## src/rtl/dp_pkg.sv

```systemverilog
// rtl/dp_pkg.sv - shared types and encodings for the multi-cycle datapath
package dp_pkg;

  typedef enum logic [1:0] {
    S_IDLE = 2'd0,
    S_EXEC = 2'd1,
    S_MEM  = 2'd2,
    S_WB   = 2'd3
  } state_t;

  localparam logic [1:0] RES_ALU = 2'b00;
  localparam logic [1:0] RES_MEM = 2'b01;
  localparam logic [1:0] RES_PC4 = 2'b10;
  localparam logic [1:0] RES_PCT = 2'b11;

  localparam int A0_IDX = 10;

  localparam logic [3:0] ALU_ADD  = 4'd0;
  localparam logic [3:0] ALU_SUB  = 4'd1;
  localparam logic [3:0] ALU_AND  = 4'd2;
  localparam logic [3:0] ALU_OR   = 4'd3;
  localparam logic [3:0] ALU_XOR  = 4'd4;
  localparam logic [3:0] ALU_SLT  = 4'd5;
  localparam logic [3:0] ALU_SLTU = 4'd6;
  localparam logic [3:0] ALU_SLL  = 4'd7;
  localparam logic [3:0] ALU_SRL  = 4'd8;
  localparam logic [3:0] ALU_SRA  = 4'd9;

endpackage

```

## src/rtl/mc_datapath_if.sv

```systemverilog
// rtl/mc_datapath_if.sv - data memory request/response bus
interface mc_datapath_if #(
  parameter int D_WIDTH = 32
);
  logic               mem_req;
  logic               mem_we;
  logic [D_WIDTH-1:0] mem_addr;
  logic [D_WIDTH-1:0] mem_wdata;
  logic [2:0]         mem_funct3;
  logic               mem_ack;
  logic [D_WIDTH-1:0] mem_rdata;

  modport master (
    output mem_req, mem_we, mem_addr, mem_wdata, mem_funct3,
    input  mem_ack, mem_rdata
  );

  modport slave (
    input  mem_req, mem_we, mem_addr, mem_wdata, mem_funct3,
    output mem_ack, mem_rdata
  );
endinterface

```

## src/rtl/mc_alu.sv

```systemverilog
// rtl/mc_alu.sv - combinational ALU with zero and signed/unsigned less-than flags
module mc_alu import dp_pkg::*; #(
  parameter int D_WIDTH = 32
) (
  input  logic [3:0]         ctrl,
  input  logic [D_WIDTH-1:0] a,
  input  logic [D_WIDTH-1:0] b,
  output logic [D_WIDTH-1:0] y,
  output logic               zero,
  output logic               less,
  output logic               lessu
);
  localparam int SH = $clog2(D_WIDTH);

  logic [SH-1:0] shamt;

  assign shamt = b[SH-1:0];
  assign less  = $signed(a) < $signed(b);
  assign lessu = a < b;
  assign zero  = (y == '0);

  always_comb begin
    y = '0;
    case (ctrl)
      ALU_ADD:  y = a + b;
      ALU_SUB:  y = a - b;
      ALU_AND:  y = a & b;
      ALU_OR:   y = a | b;
      ALU_XOR:  y = a ^ b;
      ALU_SLT:  y = {{(D_WIDTH-1){1'b0}}, less};
      ALU_SLTU: y = {{(D_WIDTH-1){1'b0}}, lessu};
      ALU_SLL:  y = a << shamt;
      ALU_SRL:  y = a >> shamt;
      ALU_SRA:  y = $signed(a) >>> shamt;
      default:  y = '0;
    endcase
  end
endmodule

```

## src/rtl/mc_regfile.sv

```systemverilog
// rtl/mc_regfile.sv - 2R1W register file, x0 hardwired to zero, async clear
module mc_regfile import dp_pkg::*; #(
  parameter int A_WIDTH = 5,
  parameter int D_WIDTH = 32
) (
  input  logic               clk,
  input  logic               rst_n,
  input  logic [A_WIDTH-1:0] ra1,
  input  logic [A_WIDTH-1:0] ra2,
  input  logic               we,
  input  logic [A_WIDTH-1:0] wa,
  input  logic [D_WIDTH-1:0] wd,
  output logic [D_WIDTH-1:0] rd1,
  output logic [D_WIDTH-1:0] rd2,
  output logic [D_WIDTH-1:0] a0
);
  localparam int N = 2**A_WIDTH;
  localparam logic [A_WIDTH-1:0] A0_ADDR = A_WIDTH'(A0_IDX);

  logic [D_WIDTH-1:0] regs [N];

  always_ff @(posedge clk or negedge rst_n) begin
    if (!rst_n) begin
      for (int i = 0; i < N; i++) regs[i] <= '0;
    end else if (we && wa != '0) begin
      regs[wa] <= wd;
    end
  end

  assign rd1 = (ra1 == '0) ? '0 : regs[ra1];
  assign rd2 = (ra2 == '0) ? '0 : regs[ra2];
  assign a0  = regs[A0_ADDR];
endmodule

```

## src/rtl/mc_datapath.sv

```systemverilog
// rtl/mc_datapath.sv - multi-cycle IDLE/EXEC/MEM/WB datapath around ALU and register file
module mc_datapath import dp_pkg::*; #(
  parameter int A_WIDTH = 5,
  parameter int D_WIDTH = 32
) (
  input  logic               clk,
  input  logic               rst_n,
  input  logic               start,
  output logic               ready,
  output logic               done,
  input  logic               MemWrite,
  input  logic               RegWrite,
  input  logic [3:0]         ALUctrl,
  input  logic               ALUSrc,
  input  logic [1:0]         ResultSrc,
  input  logic [2:0]         funct3_i,
  input  logic [A_WIDTH-1:0] rs1,
  input  logic [A_WIDTH-1:0] rs2,
  input  logic [A_WIDTH-1:0] rd,
  input  logic [D_WIDTH-1:0] ImmExt,
  input  logic [D_WIDTH-1:0] inc_PC,
  input  logic [D_WIDTH-1:0] PCTarget,
  output logic               Zero,
  output logic               Less,
  output logic               LessU,
  output logic [D_WIDTH-1:0] a0,
  mc_datapath_if.master      mem
);
  state_t state, state_nx;

  logic               mem_write_q, reg_write_q, alu_src_q;
  logic [3:0]         alu_ctrl_q;
  logic [1:0]         res_src_q;
  logic [2:0]         funct3_q;
  logic [A_WIDTH-1:0] rs1_q, rs2_q, rd_q;
  logic [D_WIDTH-1:0] imm_q, inc_pc_q, pc_target_q, alu_q, rd2_q, rdata_q;
  logic [D_WIDTH-1:0] rd1, rd2, op_b, alu_y, wb_data;
  logic               alu_zero, alu_less, alu_lessu, rf_we;

  always_ff @(posedge clk or negedge rst_n) begin
    if (!rst_n) state <= S_IDLE;
    else        state <= state_nx;
  end

  // Memory-side outputs decode from registered state so reset drops mem_req at once.
  always_comb begin
    state_nx = state;
    ready    = 1'b0;
    done     = 1'b0;
    mem.mem_req = 1'b0;
    mem.mem_we  = 1'b0;
    case (state)
      S_IDLE: begin
        ready = 1'b1;
        if (start) state_nx = S_EXEC;
      end
      S_EXEC: state_nx = (mem_write_q || res_src_q == RES_MEM) ? S_MEM : S_WB;
      S_MEM: begin
        mem.mem_req = 1'b1;
        mem.mem_we  = mem_write_q;
        if (mem.mem_ack) state_nx = S_WB;
      end
      S_WB: begin
        done     = 1'b1;
        state_nx = S_IDLE;
      end
      default: state_nx = S_IDLE;
    endcase
  end

  assign mem.mem_addr   = alu_q;
  assign mem.mem_wdata  = rd2_q;
  assign mem.mem_funct3 = funct3_q;

  always_ff @(posedge clk or negedge rst_n) begin
    if (!rst_n) begin
      mem_write_q <= 1'b0; reg_write_q <= 1'b0; alu_src_q <= 1'b0;
      alu_ctrl_q  <= '0;   res_src_q   <= '0;   funct3_q  <= '0;
      rs1_q <= '0; rs2_q <= '0; rd_q <= '0;
      imm_q <= '0; inc_pc_q <= '0; pc_target_q <= '0;
      alu_q <= '0; rd2_q <= '0; rdata_q <= '0;
      Zero  <= 1'b0; Less <= 1'b0; LessU <= 1'b0;
    end else begin
      case (state)
        S_IDLE: if (start) begin
          mem_write_q <= MemWrite; reg_write_q <= RegWrite; alu_src_q <= ALUSrc;
          alu_ctrl_q  <= ALUctrl;  res_src_q   <= ResultSrc; funct3_q <= funct3_i;
          rs1_q <= rs1; rs2_q <= rs2; rd_q <= rd;
          imm_q <= ImmExt; inc_pc_q <= inc_PC; pc_target_q <= PCTarget;
        end
        S_EXEC: begin
          alu_q <= alu_y;
          rd2_q <= rd2;
          Zero  <= alu_zero;
          Less  <= alu_less;
          LessU <= alu_lessu;
        end
        S_MEM: if (mem.mem_ack) rdata_q <= mem.mem_rdata;
        default: ;
      endcase
    end
  end

  assign op_b  = alu_src_q ? imm_q : rd2;
  assign rf_we = (state == S_WB) && reg_write_q && (rd_q != '0);

  always_comb begin
    wb_data = alu_q;
    case (res_src_q)
      RES_ALU: wb_data = alu_q;
      RES_MEM: wb_data = rdata_q;
      RES_PC4: wb_data = inc_pc_q;
      RES_PCT: wb_data = pc_target_q;
      default: wb_data = alu_q;
    endcase
  end

  mc_regfile #(.A_WIDTH(A_WIDTH), .D_WIDTH(D_WIDTH)) u_rf (
    .clk(clk), .rst_n(rst_n),
    .ra1(rs1_q), .ra2(rs2_q),
    .we(rf_we), .wa(rd_q), .wd(wb_data),
    .rd1(rd1), .rd2(rd2), .a0(a0)
  );

  mc_alu #(.D_WIDTH(D_WIDTH)) u_alu (
    .ctrl(alu_ctrl_q), .a(rd1), .b(op_b),
    .y(alu_y), .zero(alu_zero), .less(alu_less), .lessu(alu_lessu)
  );
endmodule

```

## src/flat_wrapper.sv

```systemverilog
// flat-port wrapper written by rule: the top's interface ports become plain ports
module mc_datapath_flat import dp_pkg::*;
#(
  parameter int A_WIDTH = 5,
  parameter int D_WIDTH = 32
)
  (clk, rst_n, start, ready, done, MemWrite, RegWrite, ALUctrl, ALUSrc, ResultSrc, funct3_i, rs1, rs2, rd, ImmExt, inc_PC, PCTarget, Zero, Less, LessU, a0, mem_mem_req, mem_mem_we, mem_mem_addr, mem_mem_wdata, mem_mem_funct3, mem_mem_ack, mem_mem_rdata);
  mc_datapath_if #(.D_WIDTH(D_WIDTH)) mem_i ();
  input  logic clk;
  input  logic rst_n;
  input  logic start;
  output logic ready;
  output logic done;
  input  logic MemWrite;
  input  logic RegWrite;
  input  logic [3:0] ALUctrl;
  input  logic ALUSrc;
  input  logic [1:0] ResultSrc;
  input  logic [2:0] funct3_i;
  input  logic [A_WIDTH-1:0] rs1;
  input  logic [A_WIDTH-1:0] rs2;
  input  logic [A_WIDTH-1:0] rd;
  input  logic [D_WIDTH-1:0] ImmExt;
  input  logic [D_WIDTH-1:0] inc_PC;
  input  logic [D_WIDTH-1:0] PCTarget;
  output logic Zero;
  output logic Less;
  output logic LessU;
  output logic [D_WIDTH-1:0] a0;
  output wire logic [$bits(mem_i.mem_req)-1:0] mem_mem_req;
  output wire logic [$bits(mem_i.mem_we)-1:0] mem_mem_we;
  output wire logic [$bits(mem_i.mem_addr)-1:0] mem_mem_addr;
  output wire logic [$bits(mem_i.mem_wdata)-1:0] mem_mem_wdata;
  output wire logic [$bits(mem_i.mem_funct3)-1:0] mem_mem_funct3;
  input wire logic [$bits(mem_i.mem_ack)-1:0] mem_mem_ack;
  input wire logic [$bits(mem_i.mem_rdata)-1:0] mem_mem_rdata;
  assign mem_mem_req = mem_i.mem_req;
  assign mem_mem_we = mem_i.mem_we;
  assign mem_mem_addr = mem_i.mem_addr;
  assign mem_mem_wdata = mem_i.mem_wdata;
  assign mem_mem_funct3 = mem_i.mem_funct3;
  assign mem_i.mem_ack = mem_mem_ack;
  assign mem_i.mem_rdata = mem_mem_rdata;
  mc_datapath #(.A_WIDTH(A_WIDTH), .D_WIDTH(D_WIDTH)) u_core (.clk(clk), .rst_n(rst_n), .start(start), .ready(ready), .done(done), .MemWrite(MemWrite), .RegWrite(RegWrite), .ALUctrl(ALUctrl), .ALUSrc(ALUSrc), .ResultSrc(ResultSrc), .funct3_i(funct3_i), .rs1(rs1), .rs2(rs2), .rd(rd), .ImmExt(ImmExt), .inc_PC(inc_PC), .PCTarget(PCTarget), .Zero(Zero), .Less(Less), .LessU(LessU), .a0(a0), .mem(mem_i));
endmodule
```

## config.mk

```make
export PLATFORM = sky130hd
export DESIGN_NAME = mc_datapath_flat
export DESIGN_NICKNAME = d
export VERILOG_FILES = /design/src/rtl/dp_pkg.sv /design/src/rtl/mc_datapath_if.sv /design/src/rtl/mc_alu.sv /design/src/rtl/mc_regfile.sv /design/src/rtl/mc_datapath.sv /design/src/flat_wrapper.sv
export SDC_FILE = /design/constraint.sdc
export NUM_CORES = 2
export LEC_CHECK = 0
export CAP_MARGIN = 20
export CORE_MARGIN = 2
export CORE_UTILIZATION = 41
export CTS_CLUSTER_DIAMETER = 150
export DETAILED_ROUTE_END_ITERATION = 8
export PLACE_DENSITY = 0.61
export SETUP_SLACK_MARGIN = 0.3
export SYNTH_ARGS = -nofsm -noshare
export SYNTH_HDL_FRONTEND = slang
export SYNTH_SLANG_ARGS = --single-unit
```

## constraint.sdc

```tcl
create_clock -name clk -period 7.51 [get_ports clk]
set_input_delay 1.502 -clock clk [delete_from_list [all_inputs] [get_ports clk]]
set_output_delay 1.502 -clock clk [all_outputs]
set_load 0.03 [all_outputs]
```

==> results.toml <==
[routing]
viasPerCell = 6.30
drc = 0
via_count = 58700
antenna_left = 0
routed_wirelength_mm = 288
firstDrtPassIters = 6
routedWlPerCell_um = 30.9
drt_iter0_drc = 6959

[finish]
synthToLayoutAreaGrowth_pct = 14.2
nets = 7150
drive_gt1_frac = 0.199
final_core_util = 0.470

[clock_tree]
cts_buffers = 138
cts_hold_buf = 0
worst_skew_pair.late_latency_ns = 0.82
clkSlewWorstSetupHoldPaths_ns = 0.06
cts_tree = "yes"
cts_max_path_buffers = 3
htree_num_levels = 4
cts_root_buffer = "clkbuf_16"
numClockSinks = 1248

[floorplan]
core-area_sq_um = 174000
rows = 153
num_io_pins = 265
die-area_sq_um = 178000
die-height_um = 422
start_util = 0.412
die_w_um = 422

[timing]
worst_pin_slew_ns = 1.33
setup_viol = 0
fmax_mhz = 142
slew_violations = 0
period_minus_slack_ns = 7.02
timing.setup.tns_ns = 0
min_period_over_period = 0.935
whs_ns = 0.402
final_hold_viol_count = 0
fin_skew_ns = 0.0289
slew-limit-headroom = 0.102
grt_setup_unrepaired = "no"

[place]
io_buffers = 264
dp_hpwl_mm = 190
gp_congestion = 1.07

[yosys]
synth_edf_count = 0
synth_seq_area_share = 0.437
synth_common_cells = "dfrtp_1, nand2_1, o21ai_0, clkbuf_1, mux4_2"
ys_warn_count = 0
synth_top_cell_by_area = "dfrtp_1"
synth_area_sq_um = 71500
synth_top_area_frac = 0.437
synth_area_leaders = "dfrtp_1, mux4_2, o21ai_0"
ys.flop_type = "dfrtp_1"
synth_nets = 7155
synthCells = 6891
ys_types = 112
ys_async_sr_fraction = 1.00
ys_ff_latch = 1248
synth.avg_cell_area_sq_um = 10.4

[critical_path]
endpoint_kind = "flip-flop"
reg2reg_depth = 20
r2r_setup_slack_ns = 0.49
slowest_stage = "buf_4"
worstSetupPathType = "reg2reg"
crit_buf_inv = 2
worstPathRequired_ns = 8.24
worstSetupStartpointType = "flip-flop"
max_stage_delay_ns = 0.69
path_cells = "buf_4, buf_4, or3b_2, o22ai_1, nor4_1, ha_1, nor2b_1, o31a_1, a211o_1, a211o_1, a31oi_1, a311o_1, and2_1, o21ai_0, nand2_1, a21oi_1, or4_1, a2111o_1, or4_1, o2bb2ai_1"
crit_cells = 20
crit_fanout = 32
worst_ep_arrival_time_ns = 7.75
path_delay_family = "simple AND/OR/NAND/NOR gates"

[min_path]
min_path_cells = 0
min_path_type = "reg2reg"

[global_route]
track_usage = 0.321
grt_pass1_vias = 58100
grt_overflow_total = 0
grt_pass1_wl_mm = 418
grt_max_degree = 179
antenna_found_initial = 10

[pwr]
p_per_area_nw_per_um2 = 543
vdd_drop_max_mv = 0.374
p_leak_uw = 0.0345
power_uw = 44300

[flow_run]
maxCapViolations = 0

[outcome]
status = "finished clean"
## final cells by class
type	instances	area, sq um
diodes	2	5.00
clock inverters	49	659
multi-input cells	4843	37100
well taps	2325	2910
fillers	16000	92000
clock buffers	199	4070
flip-flops and latches	1248	31300
repair buffers	544	5130
inverters	111	420
## worst reg2reg max path, stage by stage, from the launching register on
cell,delay [ns]
dfrtp_2,0.35
buf_4,0.29
buf_4,0.69
or3b_2,0.54
o22ai_1,0.26
nor4_1,0.63
ha_1,0.39
nor2b_1,0.15
o31a_1,0.25
a211o_1,0.33
a211o_1,0.30
a31oi_1,0.41
a311o_1,0.36
and2_1,0.18
o21ai_0,0.09
nand2_1,0.11
a21oi_1,0.05
or4_1,0.61
a2111o_1,0.36
or4_1,0.44
o2bb2ai_1,0.16
## metrics by stage
step | cells | cell area, sq um | worst slack [ns]
3_3_place_gp | 9052 | 76600 | 0.232
4_1_cts | 9301 | 81300 | 0.334
3_5_place_dp | 9053 | 76600 | 0.349
5_1_grt | 9319 | 81600 | 0.297
2_1_floorplan | 6891 | 71500 | 0.697
6_report | 9321 | 81600 | 0.489
## worst paths after layout
kind                                               startpoint                                  to
max in group asynchronous                               rst_n         u_core.rs2_q[2]$_DFFE_PN0P_
max reg2reg                       u_core.rs1_q[4]$_DFFE_PN0P_             u_core.Zero$_DFFE_PN0P_
min in group asynchronous                               rst_n   u_core.u_rf.regs[884]$_DFFE_PN0P_
min                        u_core.u_rf.regs[1019]$_DFFE_PN0P_  u_core.u_rf.regs[1019]$_DFFE_PN0P_
min reg2reg                u_core.u_rf.regs[1019]$_DFFE_PN0P_  u_core.u_rf.regs[1019]$_DFFE_PN0P_
max                               u_core.rs1_q[4]$_DFFE_PN0P_             u_core.Zero$_DFFE_PN0P_
## cell usage in the layout, fill, tap and decap left out, types with 27 or more instances in the layout
cell	instances
o21ai_2	27
mux2_2	255
nor3_1	58
a22oi_1	71
clkdlybuf4s50_1	263
ha_1	102
mux2i_1	344
clkbuf_16	139
o22ai_1	57
mux4_2	458
inv_1	102
clkbuf_8	37
o21ai_0	1120
nor2_1	234
buf_4	248
dfrtp_1	1236
nand2_1	1224
o31ai_1	28
a21oi_1	159
o211ai_1	53
nand3_1	62
a31oi_1	33
## sequential cells by signal, summed over array words and instances (netlist names), 2 cells and up
signal	flops
u_core.alu_ctrl_q	4
u_core.imm_q	32
u_core.inc_pc_q	32
u_core.mem.mem_addr	32
u_core.mem.mem_funct3	3
u_core.mem.mem_wdata	32
u_core.pc_target_q	32
u_core.rd_q	5
u_core.rdata_q	32
u_core.res_src_q	2
u_core.rs1_q	5
u_core.rs2_q	5
u_core.state	2
u_core.u_rf.a0	32
u_core.u_rf.regs	992
## routing by layer
layer	up-vias	track usage	wire, um
li1	25000	-	-
met5	-	0	36
met2	3150	0.497	131000
met4	6	0.172	17100
met1	29700	0.421	114000
met3	776	0.0704	26500
## repair_timing
item                                    CTS  global route
gates resized for setup                   0            27
buffers inserted                          0            16
endpoints found under the setup margin    0             4
## cell families (layout without fill, tap and decap cells)
kind of cell / Yosys count / after routing / synth area share
AND/OR/NAND/NOR: 1802 / 1802 / 0.105
flip-flops: 1248 / 1248 / 0.437
multiplexers: 1070 / 1070 / 0.235
XOR/XNOR: 18 / 18 / 0.00221
AO/OA/AOI/OAI: 1848 / 1848 / 0.152
other: 0 / 2 / 0
buffers and inverters: 800 / 903 / 0.0503
adder cells (fa/ha/maj): 105 / 105 / 0.0186
## power by group
part           total [uW]  switching, uW  leakage, uW  internal [uW]
Combinational       26400          17100       0.0154           9310
Clock                7130           2990      0.00231           4150
Sequential          10800           1980       0.0168           8790
Note: power is estimated with default switching activity, not from simulation.
